`src/rtl/pwm_pkg.sv`:
```
// Shared types and default constants for the PWM ramp controller.
// Optional feature macro: PWM_CLAMP_EN (clamps accepted targets to [DUTY_MIN, DUTY_MAX]).
package pwm_pkg;

    localparam int CBITS_DEF    = 11;
    localparam int NCH_DEF      = 4;
    localparam int DUTY_MIN_DEF = 64;
    localparam int DUTY_MAX_DEF = 1984;

    typedef enum logic [1:0] {
        IDLE      = 2'd0,
        WAIT_WRAP = 2'd1,
        DONE      = 2'd2
    } ramp_state_t;

    typedef logic [CBITS_DEF-1:0] duty_t;

endpackage

```
`src/rtl/pwm_ramp_ctrl_if.sv`:
```
// Command channel of the PWM ramp controller.
// valid/ready: a command transfers on a rising clk edge where cmd_valid and
// cmd_ready are both high; the master holds cmd_ch/cmd_duty/cmd_step stable
// while cmd_valid is high, and cmd_ready never depends on cmd_valid.
interface pwm_ramp_ctrl_if #(
    parameter int NCH   = 4,
    parameter int CBITS = 11
);
    localparam int CHW = $clog2(NCH);

    logic             cmd_valid;
    logic             cmd_ready;
    logic [CHW-1:0]   cmd_ch;
    logic [CBITS-1:0] cmd_duty;
    logic [CBITS-1:0] cmd_step;

    modport master (
        output cmd_valid,
        output cmd_ch,
        output cmd_duty,
        output cmd_step,
        input  cmd_ready
    );

    modport slave (
        input  cmd_valid,
        input  cmd_ch,
        input  cmd_duty,
        input  cmd_step,
        output cmd_ready
    );

endinterface

```
`src/rtl/pwm_channel.sv`:
```
// One PWM channel: holds the active duty and the registered compare output.
// The duty only changes when the sequencer pulses load_en (at a period wrap).
module pwm_channel #(
    parameter int CBITS = 11
) (
    input  logic             clk,
    input  logic             rst,
    input  logic [CBITS-1:0] cnt,
    input  logic             load_en,
    input  logic [CBITS-1:0] load_val,
    output logic [CBITS-1:0] act,
    output logic             pwm
);

    logic [CBITS-1:0] act_q, act_d;
    logic             pwm_q, pwm_d;

    // Next duty and next compare result.
    always_comb begin
        act_d = act_q;
        if (load_en) begin
            act_d = load_val;
        end
        pwm_d = (cnt < act_q);
    end

    // Duty and output registers; reset drops the output and forgets the duty.
    always_ff @(posedge clk) begin
        if (rst) begin
            act_q <= '0;
            pwm_q <= 1'b0;
        end else begin
            act_q <= act_d;
            pwm_q <= pwm_d;
        end
    end

    assign act = act_q;
    assign pwm = pwm_q;

endmodule

```
`src/rtl/pwm_ramp_ctrl.sv`:
```
// Multi-channel PWM generator with a command-driven duty ramp sequencer.
// A shared free-running counter drives NCH compare channels; one FSM steps a
// single channel's duty toward a target once per period, at the wrap edge.
// Optional feature macro: PWM_CLAMP_EN (adds DUTY_MIN/DUTY_MAX and clamps targets).
module pwm_ramp_ctrl
    import pwm_pkg::*;
#(
    parameter int CBITS    = CBITS_DEF,
    parameter int NCH      = NCH_DEF
`ifdef PWM_CLAMP_EN
    ,
    parameter int DUTY_MIN = DUTY_MIN_DEF,
    parameter int DUTY_MAX = DUTY_MAX_DEF
`endif
) (
    input  logic                        clk,
    input  logic                        rst,
    pwm_ramp_ctrl_if.slave              cmd,
    output logic                        busy,
    output logic                        done,
    output logic                        wrap,
    output logic [NCH-1:0]              pwm_out,
    output logic [NCH-1:0][CBITS-1:0]   act_dbg,
    output ramp_state_t                 state_dbg
);

    localparam int CHW = $clog2(NCH);

    // Period counter.
    logic [CBITS-1:0] cnt_q, cnt_d;

    // Sequencer state and latched command.
    ramp_state_t      state_q, state_d;
    logic [CHW-1:0]   ch_q, ch_d;
    logic [CBITS-1:0] tgt_q, tgt_d;
    logic [CBITS-1:0] step_q, step_d;

    // Channel interface.
    logic [NCH-1:0]            load_en;
    logic [NCH-1:0][CBITS-1:0] act;

    // Step arithmetic.
    logic [CBITS-1:0] tgt_in;
    logic [CBITS-1:0] cur;
    logic [CBITS:0]   cur_w, tgt_w, step_w, sum_w, dist_w;
    logic [CBITS-1:0] nxt;
    logic             ch_ok;

    // Free-running period counter; wraps naturally at 2^CBITS.
    always_comb begin
        cnt_d = cnt_q + 1'b1;
    end

    // Counter register.
    always_ff @(posedge clk) begin
        if (rst) begin
            cnt_q <= '0;
        end else begin
            cnt_q <= cnt_d;
        end
    end

    assign wrap = &cnt_q;

    // Target as latched at acceptance, optionally clamped to the safe window.
    always_comb begin
`ifdef PWM_CLAMP_EN
        if (cmd.cmd_duty < CBITS'(DUTY_MIN)) begin
            tgt_in = CBITS'(DUTY_MIN);
        end else if (cmd.cmd_duty > CBITS'(DUTY_MAX)) begin
            tgt_in = CBITS'(DUTY_MAX);
        end else begin
            tgt_in = cmd.cmd_duty;
        end
`else
        tgt_in = cmd.cmd_duty;
`endif
    end

    // Move the ramped channel's duty one step toward the target, saturating
    // at the target; the extra bit keeps act +/- step from wrapping.
    always_comb begin
        cur = '0;
        for (int i = 0; i < NCH; i++) begin
            if (ch_q == CHW'(i)) begin
                cur = act[i];
            end
        end
        cur_w  = {1'b0, cur};
        tgt_w  = {1'b0, tgt_q};
        step_w = {1'b0, step_q};
        sum_w  = cur_w + step_w;
        dist_w = cur_w - tgt_w;
        if (step_q == '0) begin
            nxt = tgt_q;
        end else if (tgt_w > cur_w) begin
            nxt = (sum_w >= tgt_w) ? tgt_q : sum_w[CBITS-1:0];
        end else begin
            nxt = (step_w >= dist_w) ? tgt_q : (cur - step_q);
        end
    end

    // Channel indices at or above NCH are accepted but never touch a channel.
    assign ch_ok = ({1'b0, cmd.cmd_ch} < (CHW+1)'(NCH));

    // Sequencer next-state, command latch and channel load strobes.
    always_comb begin
        state_d = state_q;
        ch_d    = ch_q;
        tgt_d   = tgt_q;
        step_d  = step_q;
        load_en = '0;
        done    = 1'b0;
        case (state_q)
            IDLE: begin
                if (cmd.cmd_valid) begin
                    ch_d    = cmd.cmd_ch;
                    tgt_d   = tgt_in;
                    step_d  = cmd.cmd_step;
                    state_d = ch_ok ? WAIT_WRAP : DONE;
                end
            end
            WAIT_WRAP: begin
                if (wrap) begin
                    for (int i = 0; i < NCH; i++) begin
                        load_en[i] = (ch_q == CHW'(i));
                    end
                    if (nxt == tgt_q) begin
                        state_d = DONE;
                    end
                end
            end
            DONE: begin
                done    = 1'b1;
                state_d = IDLE;
            end
            default: begin
                state_d = IDLE;
            end
        endcase
    end

    // Sequencer state register.
    always_ff @(posedge clk) begin
        if (rst) begin
            state_q <= IDLE;
        end else begin
            state_q <= state_d;
        end
    end

    // Latched command fields.
    always_ff @(posedge clk) begin
        if (rst) begin
            ch_q   <= '0;
            tgt_q  <= '0;
            step_q <= '0;
        end else begin
            ch_q   <= ch_d;
            tgt_q  <= tgt_d;
            step_q <= step_d;
        end
    end

    assign cmd.cmd_ready = (state_q == IDLE);
    assign busy          = (state_q != IDLE);
    assign state_dbg     = state_q;
    assign act_dbg       = act;

    for (genvar g = 0; g < NCH; g++) begin : g_ch
        pwm_channel #(
            .CBITS (CBITS)
        ) u_ch (
            .clk      (clk),
            .rst      (rst),
            .cnt      (cnt_q),
            .load_en  (load_en[g]),
            .load_val (nxt),
            .act      (act[g]),
            .pwm      (pwm_out[g])
        );
    end

endmodule

```
`src/flat_wrapper.sv`:
```
// flat-port wrapper written by rule: the top's interface ports become plain ports
module pwm_ramp_ctrl_flat import pwm_pkg::*;
#(
    parameter int CBITS    = CBITS_DEF,
    parameter int NCH      = NCH_DEF

)
  (clk, rst, busy, done, wrap, pwm_out, act_dbg, state_dbg, cmd_cmd_valid, cmd_cmd_ch, cmd_cmd_duty, cmd_cmd_step, cmd_cmd_ready);
  pwm_ramp_ctrl_if #(.NCH(NCH), .CBITS(CBITS)) cmd_i ();
  input  logic clk;
  input  logic rst;
  output logic busy;
  output logic done;
  output logic wrap;
  output logic [NCH-1:0] pwm_out;
  output logic [NCH-1:0][CBITS-1:0] act_dbg;
  output ramp_state_t state_dbg;
  input wire logic [$bits(cmd_i.cmd_valid)-1:0] cmd_cmd_valid;
  input wire logic [$bits(cmd_i.cmd_ch)-1:0] cmd_cmd_ch;
  input wire logic [$bits(cmd_i.cmd_duty)-1:0] cmd_cmd_duty;
  input wire logic [$bits(cmd_i.cmd_step)-1:0] cmd_cmd_step;
  output wire logic [$bits(cmd_i.cmd_ready)-1:0] cmd_cmd_ready;
  assign cmd_i.cmd_valid = cmd_cmd_valid;
  assign cmd_i.cmd_ch = cmd_cmd_ch;
  assign cmd_i.cmd_duty = cmd_cmd_duty;
  assign cmd_i.cmd_step = cmd_cmd_step;
  assign cmd_cmd_ready = cmd_i.cmd_ready;
  pwm_ramp_ctrl #(.CBITS(CBITS), .NCH(NCH)) u_core (.clk(clk), .rst(rst), .cmd(cmd_i), .busy(busy), .done(done), .wrap(wrap), .pwm_out(pwm_out), .act_dbg(act_dbg), .state_dbg(state_dbg));
endmodule
```
`config.mk`:
```
export PLATFORM = sky130hd
export DESIGN_NAME = pwm_ramp_ctrl_flat
export DESIGN_NICKNAME = d
export VERILOG_FILES = /design/src/rtl/pwm_pkg.sv /design/src/rtl/pwm_ramp_ctrl_if.sv /design/src/rtl/pwm_channel.sv /design/src/rtl/pwm_ramp_ctrl.sv /design/src/flat_wrapper.sv
export SDC_FILE = /design/constraint.sdc
export NUM_CORES = 1
export LEC_CHECK = 0
export ABC_AREA = 0
export ABC_CLOCK_PERIOD_IN_PS = 5700
export CAP_MARGIN = 20
export CORE_MARGIN = 2
export CORE_UTILIZATION = 25
export DETAILED_ROUTE_END_ITERATION = 16
export PLACE_DENSITY = 0.47
export SLEW_MARGIN = 20
export SYNTH_ARGS = -nofsm -noshare
export SYNTH_HDL_FRONTEND = slang
export SYNTH_SLANG_ARGS = --single-unit
export TNS_END_PERCENT = 20
```
`constraint.sdc`:
```
create_clock -name clk -period 5.7 [get_ports clk]
set_input_delay 0.855 -clock clk [delete_from_list [all_inputs] [get_ports clk]]
set_output_delay 0.855 -clock clk [all_outputs]
set_load 0.01 [all_outputs]
```
# Yosys cells after proc, flatten, opt, wreduce, memory -nomap -nowiden
# Cells that the tools add are included.
word_totals:
  latch_bits: 0
  inputBits: 27
  rom_bits: 0
  ff_bits: 85
  out_inout_bits: 54
  word_cells: 55
  mem_count: 0
  ramBits: 0
classes:
  addsub: 4
  mul: 0
  n_lt_le_gt_ge: 7
  reduce_logical: 7
  bitwise: 0
  eq_ne: 9
  n_shift: 0
  div_mod_pow: 0
  n_mux: 15
op_table:
  columns: ["op", "n"]
  rows:
  - ["$mux W11", 8]
  - ["$lt A11 B11 Y1", 4]
  - ["$add A11 B11 Y12", 1]
  - ["$ge A11 B12 Y1", 1]
  - ["$ge A12 B11 Y1", 1]
  - ["$sub A11 B11 Y12", 1]
  - ["$add A11 B1 Y11 const B", 1]
  - ["$eq A11 B11 Y1", 1]
  - ["$gt A11 B11 Y1", 1]
  - ["$logic_not A11 Y1", 1]
  - ["$reduce_and A11 Y1", 1]
  - ["$sub A11 B11 Y11", 1]
  - ["$mux W4", 2]
  - ["$eq A2 B2 Y1 const B", 3]
  - ["$mux W2", 3]
  - ["$eq A2 B1 Y1 const B", 2]
  - ["$logic_not A2 Y1", 2]
  - ["$ne A2 B2 Y1 const B", 2]
  - ["$pmux W2 S2", 1]
  - ["$reduce_and A3 Y1", 1]
  - ["$ne A2 B1 Y1 const B", 1]
  - ["$reduce_and A2 Y1", 1]
  - ["$reduce_bool A2 Y1", 1]
  - ["$mux W1", 1]

# Depth between registers and ports, before layout
logic_depth:
  ltp_word: 14
  mapped_depth: 23

# By module
# A second synthesis with hierarchy kept.
unflattened:
  cells_unflattened: 855
  area_unflattened_um2: 7143.1
by_module_without_submodules:
  columns: ["module", "n_inst", "cells_each", "area_each_um2"]
  rows:
  - ["pwm_ramp_ctrl", 1, 571, 4515.6]
  - ["pwm_channel", 4, 71, 656.9]

# Least setup slack after synthesis
# OpenSTA, ideal clock, no wires.
synth_path:
  kind: "register to register"
  startpoint: "register u_core.ch_q[0]"
  endpoint: "register u_core.g_ch[3].u_ch.act_q[0]"
  period_less_slack_ns: 5.060
  stages_incl_launch_ff: 20
  slack_ns: 0.640
  required_time_ns: 5.568
  arrival_time_ns: 4.928
  setup_ns: 0.132
  path_cell_list: "dfxtp_1 > clkbuf_1 > buf_1 > mux4_2 > ha_1 > fa_1 > nor2b_4 > o211ai_2 > a311o_1 > a21oi_1 > or3_4 > inv_1 > ha_1 > a211oi_1 > o211ai_1 > nor4_4 > a21o_1 > mux2_2 > nand2_1 > a21oi_1"
synth_between:
  elab_chain_cells: 10
  elab_cells_between_ends: 20
synth_rtl:
  columns: ["element", "line", "text"]
  rows:
  - ["start: declaration", "pwm_ramp_ctrl.sv:34", "logic [CHW-1:0] ch_q, ch_d;"]
  - ["start signal: assignment", "pwm_ramp_ctrl.sv:159", "ch_q <= ch_d;"]
  - ["$logic_not A2 Y1", "pwm_ramp_ctrl.sv:85", "if (ch_q == CHW'(i)) begin"]
  - ["$mux W11 (4 in series)", "pwm_ramp_ctrl.sv:85", null]
  - ["$sub A11 B11 Y12 or $add A11 B11 Y12 (tied branches)", "pwm_ramp_ctrl.sv:93, pwm_ramp_ctrl.sv:92", null]
  - ["$ge A11 B12 Y1 or $ge A12 B11 Y1 (tied branches)", "pwm_ramp_ctrl.sv:99, pwm_ramp_ctrl.sv:97", null]
  - ["$mux W11 (on tied branches)", "pwm_ramp_ctrl.sv:99, pwm_ramp_ctrl.sv:97", null]
  - ["$mux W11", "pwm_ramp_ctrl.sv:96", "end else if (tgt_w > cur_w) begin"]
  - ["$mux W11", "pwm_ramp_ctrl.sv:94", "if (step_q == '0) begin"]
  - ["end signal: assignment", "pwm_channel.sv:33", "act_q <= act_d;"]
  - ["end: declaration", "pwm_channel.sv:15", "logic [CBITS-1:0] act_q, act_d;"]
# Parallel ways exist; a longest one is shown, timed or not.
# A chain may end at the register's enable or synchronous reset.

# Worst setup path after layout
layout_path:
  startpoint: "register u_core.ch_q[0]"
  endpoint: "register u_core.g_ch[2].u_ch.act_q[0]"
layout_between:
  elab_chain_cells: 10
  elab_cells_between_ends: 20
layout_rtl:
  columns: ["element", "line"]
  rows:
  - ["$logic_not A2 Y1", "pwm_ramp_ctrl.sv:85"]
  - ["$mux W11 (4 in series)", "pwm_ramp_ctrl.sv:85"]
  - ["$sub A11 B11 Y12 or $add A11 B11 Y12 (tied branches)", "pwm_ramp_ctrl.sv:93, pwm_ramp_ctrl.sv:92"]
  - ["$ge A11 B12 Y1 or $ge A12 B11 Y1 (tied branches)", "pwm_ramp_ctrl.sv:99, pwm_ramp_ctrl.sv:97"]
  - ["$mux W11 (on tied branches)", "pwm_ramp_ctrl.sv:99, pwm_ramp_ctrl.sv:97"]
  - ["$mux W11", "pwm_ramp_ctrl.sv:96"]
  - ["$mux W11", "pwm_ramp_ctrl.sv:94"]
  - ["end signal: assignment", "pwm_channel.sv:33"]
  - ["end: declaration", "pwm_channel.sv:15"]
# Parallel ways exist; a longest one is shown, timed or not.

==> results_dict.tcl <==
set metrics [dict create \
    status "completed" \
    cts_sinks 85 \
    synthTopCellsByCount "118 x nand2_1, 95 x ha_1, 85 x dfxtp_1, 84 x inv_1, 80 x a21oi_1" \
    tightest_slew_ns 0.967 \
    via_count 6677 \
    numCtsBuffers 9 \
    whs_endpoint "u_core.tgt_q[9]" \
    grt_max_degree 84 \
    seq_area_sq_mm 0.00170 \
    post-route-drc-count 0 \
    critPathMaxFanout 20 \
    dpl.cell_count 1342 \
    slowest_delay_ns 0.61 \
    fin_tns_setup_ns 0 \
    setup-violations-final 0 \
    cp-start-kind "register" \
    crit_type "register to register" \
    routed_via_density 4.92 \
    routedWlPerCell_microns 18.1 \
    dp.final_hpwl_microns 19700 \
    synth-compound-area-share_pct 23.7 \
    seq_area_frac_synth_pct 23.3 \
    ys_types 88 \
    io_buffers 80 \
    synthSimpleGateAreaFrac_pct 18.8 \
    synth_cells 910 \
    synth_mux_area_share_pct 4.71 \
    peakVddDrop_mv 0.160 \
    arrival_ns 5.44 \
    synth_fa_ha_area_share_pct 17.1 \
    stdcell_count 1357 \
    reg2reg_slack_ns 0.46 \
    antenna_found_initial 0 \
    max_freq_mhz 191 \
    cp_slowest_cell "mux4_2" \
    cts.clk_slew.worst_paths_ns 0.07 \
    synth_top_family_by_area "compound AO/OA/AOI/OAI gates" \
    drive_above_1_share_pct 6.78 \
    leakage_nw 3.47 \
    power_w 0.00179 \
    max-cap-violations 0 \
    multiInputGateArea_sq_mm 0.00508 \
    first_iter_violations 470 \
    dieHeight_microns 175 \
    start_util_pct 25.4 \
    core_area_sq_mm 0.0288 \
    end_kind "register" \
    grt.overflow.total 0 \
    gr-usage-all-layers_pct 16.1 \
    drt-total-wl_microns 24600 \
    row_count 62 \
    hold_class "register to register" \
    die_w_microns 175 \
    grt_setup_unrepaired "no" \
    final_nets 1094 \
    whs_ns 0.456 \
    powerDensity_mw_per_mm2 205 \
    r2r_start "u_core.ch_q[0]" \
    worstReg2RegEnd "u_core.g_ch[2].u_ch.act[0]" \
    cts-root-buf "clkbuf_16" \
    yosysWarnings 0 \
    synth_seq_cells 85 \
    place.gp.congestion 0.858 \
    slew_headroom_pct 35.6 \
    ys_async_sr_fraction_pct 0 \
    die_area_sq_mm 0.0306 \
    min-delay-start "u_core.tgt_q[9]" \
    finClkSkew_ns 0.00898 \
    synth_ff_type "dfxtp_1" \
    syn_avg_cell_area_sq_um 8.03 \
    crit_buf_inv 2 \
    whs_path_depth 2 \
    slew_violations 0 \
    min_period_ns 5.24 \
    clk_latency_ns 0.36 \
    post-route-period-util_pct 92.0 \
    placed_cell_area_sq_mm 0.00846 \
    crit_required_ns 5.90 \
    yosysMostFrequentCell "nand2_1" \
    syn_to_final_growth_pct 19.8 \
    num-fill-cells 3080 \
    synth.cell_area_sq_mm 0.00731 \
    crit_family "compound AO/OA/AOI/OAI gates" \
    hold_violations 0 \
    grt_pass1_vias 6593 \
    synth_edf_count 0 \
    worstRegToRegCells 18 \
    cts_tree "built" \
    drtPass1Iterations 5 \
    postRouteAntennaNets 0 \
    clk_path_buf_depth 2 \
    crit_chain "buf_4 > mux4_2 > ha_1 > nor2b_4 > o211ai_2 > a311o_1 > and2_1 > xnor2_1 > inv_1 > ha_1 > a21o_1 > a211oi_1 > o211ai_1 > nor4_4 > a21o_1 > mux2_2 > nand2_1 > a21oi_1" \
    stdcell_area_sq_mm 0.00876 \
    syn_nets 1035 \
    pin_count 81 \
    synth_largest_area_cell "dfxtp_1" \
    grt_pass1_wl_microns 38300 \
    yosys.area_share.xor_xnor_pct 5.25 \
    synth_top_area_share_pct 23.3 \
    netlist_top_cells_area "dfxtp_1 23%, ha_1 16%, nand2_1 6.1%" \
    antennaDiodeCount 0 \
    h-tree-depth 3 \
]
==> logic make-up (layout without fill, tap and decap cells) <==
logic type | after synthesis | count (layout)
buffers and inverters | 128 | 191
AO/OA/AOI/OAI | 255 | 255
multiplexers | 20 | 20
adder cells (fa/ha/maj) | 98 | 98
flip-flops | 85 | 85
AND/OR/NAND/NOR | 285 | 285
XOR/XNOR | 39 | 39
==> state kept, by name (all words and copies together), names as in the netlist <==
name                  flops
u_core.cnt_q             11
u_core.step_q            11
u_core.g_ch.u_ch.act     44
u_core.state_dbg          2
u_core.tgt_q             11
u_core.ch_q               2
u_core.g_ch.u_ch.pwm      4
==> through the flow <==
step | utilization (%) | worst slack (ns)
after floorplan | - | 0.640
after global placement | 29.4 | 0.526
after detailed placement | 29.4 | 0.463
after CTS | 30.4 | 0.405
after global routing | 30.4 | 0.0853
final | 30.4 | 0.455
==> worst reg2reg max path: cells and delay by family (launching register included) <==
kind	cells	cell delay [ns]
AOI/OAI and AO/OA	7	1.47
xor gates and xnor gates	1	0.35
adders and majority gates	2	0.64
buffers and inverters	2	0.37
DFF	1	0.31
muxes	2	1.02
and+or+nand+nor	4	0.93
==> cells in the final DEF (no fill, tap or decap), types with 3 or more instances in the layout <==
cell type	synthesis	final
a211o_1	6	6
a21o_1	34	34
o22ai_1	4	4
nand4_1	5	5
mux4_2	11	11
mux2_2	5	5
a22oi_1	3	3
clkbuf_16	0	9
inv_1	84	84
nand2_1	118	118
a21oi_1	80	80
and3_1	9	9
nor3_1	10	10
o21a_1	6	6
buf_4	7	11
nand3_1	18	18
o2111a_1	3	3
o211ai_1	8	8
nor3b_1	3	3
ha_1	95	95
xor2_1	15	15
xnor2_1	20	20
o21ai_1	5	5
a31oi_1	7	7
a211oi_1	23	23
o21ai_0	29	29
or3_1	7	7
o31a_1	7	7
nor2_1	60	60
mux2i_1	4	4
clkdlybuf4s50_1	0	79
fa_1	3	3
dfxtp_1	85	84
nor4_1	4	4
o31ai_1	6	6
and2_1	3	3
nand2b_1	15	15
nor2b_1	11	11
==> per-layer routing <==
metal	up-vias	part of all wire, %	wire (microns)	global-route usage (%)
met1	3147	46	11300	20.9
met5	-	0	0	0
li1	3345	-	-	-
met3	33	3.8	943	2.28
met4	0	2.1	515	4.27
met2	152	48	11800	27.9
==> repair_timing <==
action                     in CTS  in global routing
gates resized for setup         0                  1
buffers inserted                0                  0
setup endpoints to repair       0                  3
hold buffers                    0                  0
==> how the worst max path moves through the flow <==
stage,startpoint,to,slack [ns],cells past startpoint
after global routing,u_core.ch_q[0],u_core.state_dbg[0],0.09,19
after global placement,u_core.ch_q[1],u_core.g_ch[3].u_ch.act[0],0.53,17
after floorplan,u_core.ch_q[0],u_core.g_ch[3].u_ch.act[0],0.64,19
after detailed placement,u_core.ch_q[1],u_core.g_ch[3].u_ch.act[0],0.46,17
after CTS,u_core.ch_q[1],u_core.g_ch[1].u_ch.act[0],0.40,18
final,u_core.ch_q[0],u_core.g_ch[2].u_ch.act[0],0.46,18
==> report_power, final <==
| part | total [W] | switching (W) | internal [W] |
|---|---|---|---|
| Sequential | 0.000638 | 0.0000285 | 0.000609 |
| Combinational | 0.000535 | 0.000313 | 0.000222 |
| Clock | 0.000623 | 0.000279 | 0.000343 |
==> area by class of cell <==
cell class	count	share of cell area, %
clock inverter	6	0.814
sequential	85	19.4
multi-input combinational	697	58.0
timing repair buffer	91	10.0
tap	384	5.48
inverter	85	3.64
clock buffer	9	2.57
Power figures use the tool's default switching activity.
